**src/rtl/fan_batch_sequencer_if.sv**
```systemverilog
// rtl/fan_batch_sequencer_if.sv - element, FAN lane and result signals of fan_batch_sequencer
interface fan_batch_sequencer_if #(
    parameter int N = 32,
    parameter int W = 8,
    parameter int V = 3,
    parameter int S = W + $clog2(N)
);
    logic                 in_valid;
    logic                 in_ready;
    logic [W-1:0]         in_operand;
    logic [V-1:0]         in_vec_id;
    logic                 in_last;

    logic [N*W-1:0]       fan_operands;
    logic [N*V-1:0]       fan_vec_ids;
    logic [(N-1)*S-1:0]   fan_id_sums;
    logic [N-2:0]         fan_id_valids;

    logic                 out_valid;
    logic                 out_ready;
    logic [S-1:0]         out_sum;
    logic [V-1:0]         out_vec_id;

    modport slave (
        input  in_valid, in_operand, in_vec_id, in_last,
        input  fan_id_sums, fan_id_valids, out_ready,
        output in_ready, fan_operands, fan_vec_ids,
        output out_valid, out_sum, out_vec_id
    );

    modport master (
        output in_valid, in_operand, in_vec_id, in_last,
        output fan_id_sums, fan_id_valids, out_ready,
        input  in_ready, fan_operands, fan_vec_ids,
        input  out_valid, out_sum, out_vec_id
    );
endinterface

```
**src/rtl/fan_batch_sequencer.sv**
```systemverilog
// rtl/fan_batch_sequencer.sv - packs elements into N FAN lanes and streams the per-id sums back out
// Optional performance counters are built when FAN_SEQ_PERF_EN is defined.
module fan_batch_sequencer #(
    parameter int N = 32,
    parameter int W = 8,
    parameter int V = 3,
    parameter int S = W + $clog2(N)
) (
    input  logic                 clk,
    input  logic                 rst_n,
    fan_batch_sequencer_if.slave bus,
`ifdef FAN_SEQ_PERF_EN
    output logic [31:0]          perf_batches,
    output logic [31:0]          perf_results,
    output logic [31:0]          perf_stall,
`endif
    output logic                 busy
);
    localparam int KW = $clog2(N);

    typedef enum logic [1:0] {FILL, PAD, COMPUTE, DRAIN} state_t;

    state_t        state_q;
    logic [KW-1:0] k_q;
    logic [W-1:0]  lane_op_q [N];
    logic [V-1:0]  lane_id_q [N];
    logic [V-1:0]  last_id_q;
    logic [S-1:0]  res_sum_q [N-1];
    logic [N-2:0]  res_valid_q;
    logic [KW-1:0] cur_idx_q;
    logic          out_valid_q;
    logic [S-1:0]  out_sum_q;
    logic [V-1:0]  out_vec_id_q;

    logic          lane1_split;
    logic          in_fire;
    logic          out_fire;
    logic [N-2:0]  pick_pool;
    logic          out_valid_d;
    logic [KW-1:0] cur_idx_d;
    logic [S-1:0]  out_sum_d;
    logic [V-1:0]  out_vec_id_d;

    // Lanes 0 and 1 must share an id, so a differing second element is held back
    // while lane 1 is padded with a zero carrying lane 0's id.
    assign lane1_split = (state_q == FILL) && (k_q == KW'(1)) && bus.in_valid
                         && (bus.in_vec_id != lane_id_q[0]);
    assign bus.in_ready = (state_q == FILL) && !lane1_split;
    assign in_fire      = bus.in_valid && bus.in_ready;
    assign out_fire     = out_valid_q && bus.out_ready;
    assign busy         = !((state_q == FILL) && (k_q == '0));

    assign bus.out_valid  = out_valid_q;
    assign bus.out_sum    = out_sum_q;
    assign bus.out_vec_id = out_vec_id_q;

    for (genvar g = 0; g < N; g++) begin : g_lane
        assign bus.fan_operands[g*W +: W] = lane_op_q[g];
        assign bus.fan_vec_ids[g*V +: V]  = lane_id_q[g];
    end

    // Next result to present: straight from the FAN while capturing, otherwise
    // from the captured set with the result now being consumed masked out.
    always_comb begin
        pick_pool = (state_q == COMPUTE) ? bus.fan_id_valids
                  : (res_valid_q & ~({{(N-2){1'b0}}, 1'b1} << cur_idx_q));
        out_valid_d = 1'b0;
        cur_idx_d   = '0;
        for (int i = N - 2; i >= 0; i--) begin
            if (pick_pool[i]) begin
                out_valid_d = 1'b1;
                cur_idx_d   = KW'(i);
            end
        end
        out_sum_d    = (state_q == COMPUTE) ? bus.fan_id_sums[cur_idx_d*S +: S]
                                            : res_sum_q[cur_idx_d];
        out_vec_id_d = lane_id_q[cur_idx_d + KW'(1)];
    end

    always_ff @(posedge clk or negedge rst_n) begin
        if (!rst_n) begin
            state_q   <= FILL;
            k_q       <= '0;
            last_id_q <= '0;
            for (int i = 0; i < N; i++) begin
                lane_op_q[i] <= '0;
                lane_id_q[i] <= '0;
            end
            for (int i = 0; i < N - 1; i++) begin
                res_sum_q[i] <= '0;
            end
            res_valid_q  <= '0;
            cur_idx_q    <= '0;
            out_valid_q  <= 1'b0;
            out_sum_q    <= '0;
            out_vec_id_q <= '0;
        end else begin
            unique case (state_q)
                FILL: begin
                    if (lane1_split) begin
                        lane_op_q[1] <= '0;
                        lane_id_q[1] <= lane_id_q[0];
                        k_q          <= KW'(2);
                    end else if (in_fire) begin
                        lane_op_q[k_q] <= bus.in_operand;
                        lane_id_q[k_q] <= bus.in_vec_id;
                        last_id_q      <= bus.in_vec_id;
                        if (k_q == KW'(N - 1)) begin
                            k_q     <= '0;
                            state_q <= COMPUTE;
                        end else begin
                            k_q <= k_q + KW'(1);
                            if (bus.in_last) begin
                                state_q <= PAD;
                            end
                        end
                    end
                end
                PAD: begin
                    for (int i = 0; i < N; i++) begin
                        if (KW'(i) >= k_q) begin
                            lane_op_q[i] <= '0;
                            lane_id_q[i] <= last_id_q;
                        end
                    end
                    k_q     <= '0;
                    state_q <= COMPUTE;
                end
                COMPUTE: begin
                    for (int i = 0; i < N - 1; i++) begin
                        res_sum_q[i] <= bus.fan_id_sums[i*S +: S];
                    end
                    res_valid_q  <= bus.fan_id_valids;
                    out_valid_q  <= out_valid_d;
                    out_sum_q    <= out_sum_d;
                    out_vec_id_q <= out_vec_id_d;
                    cur_idx_q    <= cur_idx_d;
                    state_q      <= out_valid_d ? DRAIN : FILL;
                end
                DRAIN: begin
                    if (out_fire) begin
                        res_valid_q[cur_idx_q] <= 1'b0;
                        out_valid_q  <= out_valid_d;
                        out_sum_q    <= out_sum_d;
                        out_vec_id_q <= out_vec_id_d;
                        cur_idx_q    <= cur_idx_d;
                        if (!out_valid_d) begin
                            state_q <= FILL;
                        end
                    end
                end
                default: state_q <= FILL;
            endcase
        end
    end

`ifdef FAN_SEQ_PERF_EN
    always_ff @(posedge clk or negedge rst_n) begin
        if (!rst_n) begin
            perf_batches <= '0;
            perf_results <= '0;
            perf_stall   <= '0;
        end else begin
            if (state_q == COMPUTE) begin
                perf_batches <= perf_batches + 32'd1;
            end
            if (out_fire) begin
                perf_results <= perf_results + 32'd1;
            end
            if (out_valid_q && !bus.out_ready) begin
                perf_stall <= perf_stall + 32'd1;
            end
        end
    end
`endif

endmodule

```
**src/flat_wrapper.sv**
```systemverilog
// flat-port wrapper written by rule: the top's interface ports become plain ports
module fan_batch_sequencer_flat 
#(
    parameter int N = 32,
    parameter int W = 8,
    parameter int V = 3,
    parameter int S = W + $clog2(N)
)
  (clk, rst_n, busy, bus_in_valid, bus_in_operand, bus_in_vec_id, bus_in_last, bus_fan_id_sums, bus_fan_id_valids, bus_out_ready, bus_in_ready, bus_fan_operands, bus_fan_vec_ids, bus_out_valid, bus_out_sum, bus_out_vec_id);
  fan_batch_sequencer_if #(.N(N), .W(W), .V(V), .S(S)) bus_i ();
  input  logic clk;
  input  logic rst_n;
  output logic busy;
  input wire logic [$bits(bus_i.in_valid)-1:0] bus_in_valid;
  input wire logic [$bits(bus_i.in_operand)-1:0] bus_in_operand;
  input wire logic [$bits(bus_i.in_vec_id)-1:0] bus_in_vec_id;
  input wire logic [$bits(bus_i.in_last)-1:0] bus_in_last;
  input wire logic [$bits(bus_i.fan_id_sums)-1:0] bus_fan_id_sums;
  input wire logic [$bits(bus_i.fan_id_valids)-1:0] bus_fan_id_valids;
  input wire logic [$bits(bus_i.out_ready)-1:0] bus_out_ready;
  output wire logic [$bits(bus_i.in_ready)-1:0] bus_in_ready;
  output wire logic [$bits(bus_i.fan_operands)-1:0] bus_fan_operands;
  output wire logic [$bits(bus_i.fan_vec_ids)-1:0] bus_fan_vec_ids;
  output wire logic [$bits(bus_i.out_valid)-1:0] bus_out_valid;
  output wire logic [$bits(bus_i.out_sum)-1:0] bus_out_sum;
  output wire logic [$bits(bus_i.out_vec_id)-1:0] bus_out_vec_id;
  assign bus_i.in_valid = bus_in_valid;
  assign bus_i.in_operand = bus_in_operand;
  assign bus_i.in_vec_id = bus_in_vec_id;
  assign bus_i.in_last = bus_in_last;
  assign bus_i.fan_id_sums = bus_fan_id_sums;
  assign bus_i.fan_id_valids = bus_fan_id_valids;
  assign bus_i.out_ready = bus_out_ready;
  assign bus_in_ready = bus_i.in_ready;
  assign bus_fan_operands = bus_i.fan_operands;
  assign bus_fan_vec_ids = bus_i.fan_vec_ids;
  assign bus_out_valid = bus_i.out_valid;
  assign bus_out_sum = bus_i.out_sum;
  assign bus_out_vec_id = bus_i.out_vec_id;
  fan_batch_sequencer #(.N(N), .W(W), .V(V), .S(S)) u_core (.clk(clk), .rst_n(rst_n), .bus(bus_i), .busy(busy));
endmodule
```
**config.mk**
```make
export PLATFORM = sky130hd
export DESIGN_NAME = fan_batch_sequencer_flat
export DESIGN_NICKNAME = d
export VERILOG_FILES = /design/src/rtl/fan_batch_sequencer_if.sv /design/src/rtl/fan_batch_sequencer.sv /design/src/flat_wrapper.sv
export SDC_FILE = /design/constraint.sdc
export NUM_CORES = 2
export LEC_CHECK = 0
export BUFFER_PORTS_ARGS = -buffer_cell sky130_fd_sc_hd__clkbuf_2
export CAP_MARGIN = 10
export CORE_MARGIN = 3
export CORE_UTILIZATION = 40
export CTS_CLUSTER_DIAMETER = 60
export CTS_CLUSTER_SIZE = 30
export DETAILED_ROUTE_END_ITERATION = 7
export GPL_TIMING_DRIVEN = 0
export SLEW_MARGIN = 20
export SYNTH_ARGS = -nofsm -noshare
export SYNTH_HDL_FRONTEND = slang
export SYNTH_SLANG_ARGS = --single-unit
export TNS_END_PERCENT = 5
```
**constraint.sdc**
```tcl
create_clock -name clk -period 5.23 [get_ports clk]
set_clock_uncertainty 0.15 [all_clocks]
set_input_delay 0.523 -clock clk [delete_from_list [all_inputs] [get_ports clk]]
set_output_delay 0.523 -clock clk [all_outputs]
set_load 0.03 [all_outputs]
```
Yosys cells after proc, flatten, opt, wreduce, memory -nomap -nowiden
Index checks and enable logic that the tools add are counted.
Widths: inputs -> output; s select.
{"block": "word_totals", "ff_bits": 818, "inputBits": 450, "out_inout_bits": 371, "wordCells": 423}
{"block": "classes", "n_addsub": 2, "multipliers": 1, "magnitude_cmp": 38, "eq_ne": 44, "n_shift": 2, "mux": 174, "n_bitwise": 8, "n_reduce_logical": 51}
{"operator": "$pmux 256 s2", "count": 1}
{"operator": "$shiftx 403x10->13", "count": 1}
{"operator": "$mux 8", "count": 35}
{"operator": "$bwmux 256", "count": 1}
{"operator": "$mux 256", "count": 1}
{"operator": "$mux 240", "count": 1}
{"operator": "$pmux 96 s2", "count": 1}
{"operator": "$mux 5", "count": 35}
{"operator": "$reduce_and 4->1", "count": 31}
{"operator": "$mux 3", "count": 38}
{"operator": "$bwmux 96", "count": 1}
{"operator": "$mux 96", "count": 1}
{"operator": "$mux 90", "count": 1}
{"operator": "$ge 5x5->1 const A", "count": 16}
{"operator": "$ne 2x1->1 const B", "count": 34}
{"operator": "$bmux 13 s5", "count": 1}
{"operator": "$and 31x31->31", "count": 2}
{"operator": "$mux 31", "count": 2}
{"operator": "$not 31->31", "count": 2}
{"operator": "$pmux 31 s2", "count": 1}
{"operator": "$mux 13", "count": 4}
{"operator": "$demux 8 s5", "count": 1}
{"operator": "$ge 4x5->1 const A", "count": 8}
{"operator": "$mux 1", "count": 33}
{"operator": "37 further kinds", "count": 68}

Longest topological paths before layout
{"block": "depth", "depth_word": 42, "ltp_mapped": 24, "ltp_nobuf": 14}

Worst setup path before layout
No wires, ideal clock.
{"block": "synth_timing", "kind": "register -> register", "startpoint": "reg u_core.state_q[1]", "endpoint": "reg u_core.out_vec_id_q[1], in the netlist u_core.bus.out_vec_id[1]", "setup_ps": 132, "arrival_time_ps": 4569, "t_required_ps": 4948, "path_slack_ps": 380, "stages_incl_launch_ff": 25, "path_buffers": 12, "synth_period_minus_slack_ps": 4850, "path_cell_list": "dfrtp_1 nor2b_4 buf_6 buf_6 buf_6 buf_6 mux2i_1 o21a_1 or2_1 o2111ai_1 o32ai_1 buf_4 buf_4 buf_4 buf_2 buf_2 buf_2 ha_1 buf_1 clkbuf_1 mux4_2 mux2i_1 mux2i_1 mux2i_1 o21ai_1"}
{"block": "synth_via", "elab_chain_cells": 40, "elab_cells_between_ends": 44, "classes_between": "add/sub (1); eq/ne (3); mux (37); bitwise (1); reduce/logical (2)"}
{"item": "start, declared", "line_no": "fan_batch_sequencer.sv:23", "text": "state_t state_q;"}
{"item": "start signal, assigned", "line_no": "fan_batch_sequencer.sv:138", "text": "state_q <= out_valid_d ? DRAIN : FILL;"}
{"item": "$eq 2x2->1 *", "line_no": "fan_batch_sequencer.sv:65", "text": "pick_pool = (state_q == COMPUTE) ? bus.fan_id_valids"}
{"item": "$mux 31 *", "line_no": "fan_batch_sequencer.sv:65"}
{"item": "$mux 5 (30 in series)", "line_no": "fan_batch_sequencer.sv:70", "text": "if (pick_pool[i]) begin"}
{"item": "$mux 5 *", "line_no": "fan_batch_sequencer.sv:70"}
{"item": "named net u_core.cur_idx_d[1]", "line_no": "fan_batch_sequencer.sv:40", "text": "logic [KW-1:0] cur_idx_d;"}
{"item": "$add 5x1->5 *", "line_no": "fan_batch_sequencer.sv:77", "text": "out_vec_id_d = lane_id_q[cur_idx_d + KW'(1)];"}
{"item": "$not 5->6 (implied by the code) *", "line_no": "fan_batch_sequencer.sv:77"}
{"item": "$bmux 3 s5 *", "line_no": "fan_batch_sequencer.sv:77"}
{"item": "$mux 3 (implied by the code) * (2 in series)", "line_no": "fan_batch_sequencer.sv:77"}
{"item": "$mux 3", "line_no": "fan_batch_sequencer.sv:141", "text": "if (out_fire) begin"}
{"item": "$pmux 3 s2 *", "line_no": "fan_batch_sequencer.sv:98", "text": "unique case (state_q)"}
{"item": "end signal, assigned", "line_no": "fan_batch_sequencer.sv:136", "text": "out_vec_id_q <= out_vec_id_d;"}
{"item": "end signal, assigned", "line_no": "fan_batch_sequencer.sv:145", "text": "out_vec_id_q <= out_vec_id_d;"}
{"item": "end, declared", "line_no": "fan_batch_sequencer.sv:33", "text": "logic [V-1:0] out_vec_id_q;"}
Mark *: on every way through the listed nets, which the timed path passes. The rest lies on a longest branch. The select of a mux whose other input is x is not followed.
A chain may end at the register's enable or synchronous reset.

Final worst setup path
{"block": "layout_timing", "startpoint": "reg u_core.state_q[1]", "endpoint": "reg u_core.out_sum_q[8], in the netlist u_core.bus.out_sum[8]"}
{"block": "layout_via", "elab_chain_cells": 40, "elab_cells_between_ends": 46, "classes_between": "mul (1); eq/ne (3); shift (1); mux (38); bitwise (1); reduce/logical (2)"}
{"item": "parallel branches: the longest is 40 deep, another holds $mux 31"}
{"item": "end signal, assigned", "line_no": "fan_batch_sequencer.sv:135", "text": "out_sum_q <= out_sum_d;"}
{"item": "end signal, assigned", "line_no": "fan_batch_sequencer.sv:144", "text": "out_sum_q <= out_sum_d;"}
{"item": "end, declared", "line_no": "fan_batch_sequencer.sv:32", "text": "logic [S-1:0] out_sum_q;"}
Several ways; the timed one is not identified. The select of a mux whose other input is x is not followed.

==> summary.md <==
| Metric | Value |
|---|---|
| Status | finished clean |
| Largest net degree at the start of global routing | 90 |
| CP max-delay cell | a211oi_1 |
| Routability cong. | 1.035 |
| Vias/cell | 5.894 |
| Worst Hold Margin | 0.03025 ns |
| Hpwl dp | 169400 um |
| Initial DRC count | 5677 |
| Clock Root Buffer | clkbuf_16 |
| Area of the core | 102500 um^2 |
| Design Power | 44370 uW |
| WL per Instance | 29.46 um |
| Clock Power Share | 16.3% |
| Synth cell types | 79 |
| # clock sinks | 818 |
| Pwr Density | 789.3 nW/um^2 |
| Final WS setup | 0.02538 ns |
| Commonest non-fill, non-tap cells in the layout | 1910 x nand2_1, 832 x clkbuf_2, 816 x dfrtp_1 |
| Crit path kind | reg -> reg |
| Primary FF master, synth | dfrtp_1 |
| Logic gate share of total power | 64.0% |
| Final hold vios | 0 |
| Total grt overflow | 0 |
| Synth top area share | 49.20% |
| Storage cell area | 20470 um^2 |
| Hold Path Cell Cnt | 3 |
| Initial Util | 40.60% |
| CP Data Arrival Time | 5.67 ns |
| Hold WC Path Type | in -> reg |
| R2R depth | 17 |
| Setup crit end kind | register |
| Area of the multi-input gates | 19980 um^2 |
| Post-synthesis simple-gate area fraction | 21.79% |
| MaxCap Viol Count | 0 |
| Via count | 44824 |
| Pleak | 0.02770 uW |
| Mapped cell area | 41600 um^2 |
| Slew Limit Fails | 0 |
| Xor/xnor share of the synthesized area | 0.1444% |
| Sequential fraction of the synthesis area | 49.20% |
| Deepest clock path buffer count | 3 |
| Tmin final | 5.205 ns |
| Main combinational cell family by area after synthesis | simple AND/OR/NAND/NOR gates |
| # setup viols final | 0 |
| Crit path top cell by count | buf_6 |
| DR pass1 iterations | 6 |
| Unrepaired setup endpoints after global routing | true |
| Relative slew margins | 23.00% |
| Crit-path cells | nor2b_4, buf_6, buf_6, buf_6, buf_4, buf_6, mux2i_1, o2bb2ai_1, nand3b_1, a221oi_2, o21bai_4, buf_2, clkbuf_1, a211oi_1, a311o_1, nand3_1, o22ai_1 |
| Port Buf Inserts | 820 |
| Sequential share of power | 19.7% |
| Die Y | 328.5 um |
| Switch Pwr | 23050 uW |
| Global-route wire length before repair | 314300 um |
| Die footprint | 107900 um^2 |
| Final WL | 224000 um |
| Maximum vdd drop | 0.0006095 V |
| Sw frac | 51.94% |
| CP startpoint kind | register |
| Tot GR Track Use | 40.36% |
| Area delta synth->final | 35.13% |
| Ports | 821 |
| Synth warn | 0 |
| Adder-Cell Fraction of Synth Area | 0.1804% |
| CP max stage delay | 0.59 ns |
| Worst-path clk slew | 0.08 ns |
| Mux cell area share after synthesis | 12.46% |
| Setup WS pre-CTS | -2.387 ns |
| Clock latency on the worst-skew pair | 0.72 ns |
| Post-synth EDFFs | 0 |
| Share of cells above drive strength 1 | 21.06% |
| Die Span X | 328.5 um |
| Worst endpoint required time | 5.70 ns |
| Worst slew pin tran | 1.155 ns |
| Synth async-reset ratio | 100.0% |
| Fillers | 9559 |
| Antenna viol nets, final | 0 |
| WP depth | 17 |
| Post-Syn Area per Cell | 8.766 um^2 |
| Cell taking the most area after synthesis | dfrtp_1 |
| DR DRC count | 0 |
| Synth area leaders | dfrtp_1 49%, nand2_1 17%, mux2i_1 7.7% |
| Fin nets | 6571 |
| CTS Buf Count | 90 |
| Seq cells post-synth | 818 |
| Synthesized net count | 5202 |
| Final period util | 99.51% |
| Pint | 21330 uW |
| Num rows | 117 |
| Max Clk Rate | 192.1 MHz |
| CP delay by family, top | compound AO/OA/AOI/OAI gates |
| Buf/Inv on CP | 7 |
| Most common cell after layout, fill and taps aside | nand2_1 |
| H-tree levels | 3 |
| CTS tree | yes |
| CP Max Fanout | 10 |
| Cells after synthesis | 4746 |
| Vias in the first global route | 43600 |
| Initial antenna violation count | 63 |
| Compound-Gate Fraction of Synth Area | 12.53% |
-- what timing repair did --
item                                    in CTS  in global routing
gates resized for setup                     80                 60
hold endpoints to repair                   482                  0
pin swaps                                    4                  5
setup buffers                                9                  4
hold buffers                               436                  0
endpoints found under the setup margin      17                 15
-- power by group through the flow --
stage,Sequential [uW],Clock (uW),Combinational [uW]
after floorplan,8760,0,15100
after global placement,8740,0,25200
after detailed placement,8740,0,25300
after CTS,8640,7240,26600
after global routing,8820,7510,29000
final,8720,7240,28400
-- worst reg2reg max path: stages (launching register included) --
cell,delay (ns)
dfrtp_2,0.42
nor2b_4,0.21
buf_6,0.19
buf_6,0.19
buf_6,0.19
buf_4,0.23
buf_6,0.21
mux2i_1,0.22
o2bb2ai_1,0.17
nand3b_1,0.15
a221oi_2,0.45
o21bai_4,0.23
buf_2,0.31
clkbuf_1,0.45
a211oi_1,0.60
a311o_1,0.38
nand3_1,0.22
o22ai_1,0.15
-- flip-flops by register name (all words and copies together), names as in the netlist --
signal / cells
u_core.last_id_q: 3
u_core.bus.out_sum: 13
u_core.bus.out_valid: 1
u_core.cur_idx_q: 5
u_core.res_valid_q: 31
u_core.bus.out_vec_id: 3
u_core.state_q: 2
u_core.res_sum_q: 403
u_core.bus.fan_vec_ids: 96
u_core.bus.fan_operands: 256
u_core.k_q: 5
-- layer usage --
metal  global-route usage, %  routed length [um]  up-vias  part of all wire, %
li1                        -                   -    18921                    -
met1                   51.08               84590    22023                   38
met2                   61.56               98880     3084                   44
met3                   12.60               25590      750                   11
met4                   22.10               14640       46                  6.5
met5                       0                 316        -                 0.14
-- final cells by class --
type / count / share of cell area (%)
diodes: 45 / 0.2003
plain buffers: 333 / 2.956
clock buffers: 98 / 4.224
clock inverters: 71 / 1.751
inverters: 7 / 0.04674
multi-input cells: 3584 / 35.54
flip-flops and latches: 818 / 36.41
well taps: 1368 / 3.045
repair buffers: 1281 / 15.82
-- per-stage QoR --
step / std cells / TNS, ns / cell area (um^2) / utilization [%]
floorplan: 4746 / 0 / 41600 / -
global placement: 6934 / - / 47420 / 46.28
detailed placement: 6946 / -17.72 / 47750 / 46.60
CTS: 7557 / 0 / 55850 / 54.51
global route: 7579 / -0.08720 / 56160 / 54.80
finish: 7605 / 0 / 56220 / 54.86
-- path summary, 6_finish.rpt --
path	from	to	slack (ns)
hold reg to reg	u_core.res_sum_q[293]$_DFFE_PN0P_	u_core.res_sum_q[293]$_DFFE_PN0P_	0.33
min in group asynchronous	rst_n	u_core.res_valid_q[10]$_DFFE_PN0P_	0.21
hold / removal	bus_fan_id_valids[19]	u_core.res_valid_q[19]$_DFFE_PN0P_	0.03
setup / recovery	u_core.state_q[1]$_DFFE_PN0P_	u_core.bus.out_sum[8]$_DFFE_PN0P_	0.03
setup reg to reg	u_core.state_q[1]$_DFFE_PN0P_	u_core.bus.out_sum[8]$_DFFE_PN0P_	0.03
max in group asynchronous	rst_n	u_core.res_sum_q[370]$_DFFE_PN0P_	2.61
-- cell usage after synthesis (5+ instances only) --
library cell  instances
nand2_1            1912
dfrtp_1             818
o21ai_0             398
mux2i_1             321
clkbuf_1            227
a21oi_1             180
nor2_1              107
nand3_1              75
mux4_2               57
a22o_1               54
mux2_2               50
buf_2                49
nor3_1               48
buf_4                33
o211ai_1             28
a211oi_1             26
a221oi_1             22
a311oi_1             21
and3_1               21
o21ai_1              21
buf_1                20
a31oi_1              17
nand2b_1             17
o31ai_1              15
nand3b_1             14
o22ai_1              12
a32o_1               11
and2_1               11
mux2_1               11
a311o_1              10
nor4_1               10
or3_1                10
buf_6                 8
nor2b_1               8
a22oi_1               7
ha_1                  6
inv_1                 6
nor3b_1               6
a21o_1                5
and2_0                5
o21a_1                5
-- kinds of logic after synthesis --
| group | count (synthesis) |
|---|---|
| AND/OR/NAND/NOR | 2269 |
| AO/OA/AOI/OAI | 864 |
| flip-flops | 818 |
| multiplexers | 439 |
| buffers and inverters | 344 |
| XOR/XNOR | 6 |
| adder cells (fa/ha/maj) | 6 |
Note: power is estimated with default switching activity, not from simulation.
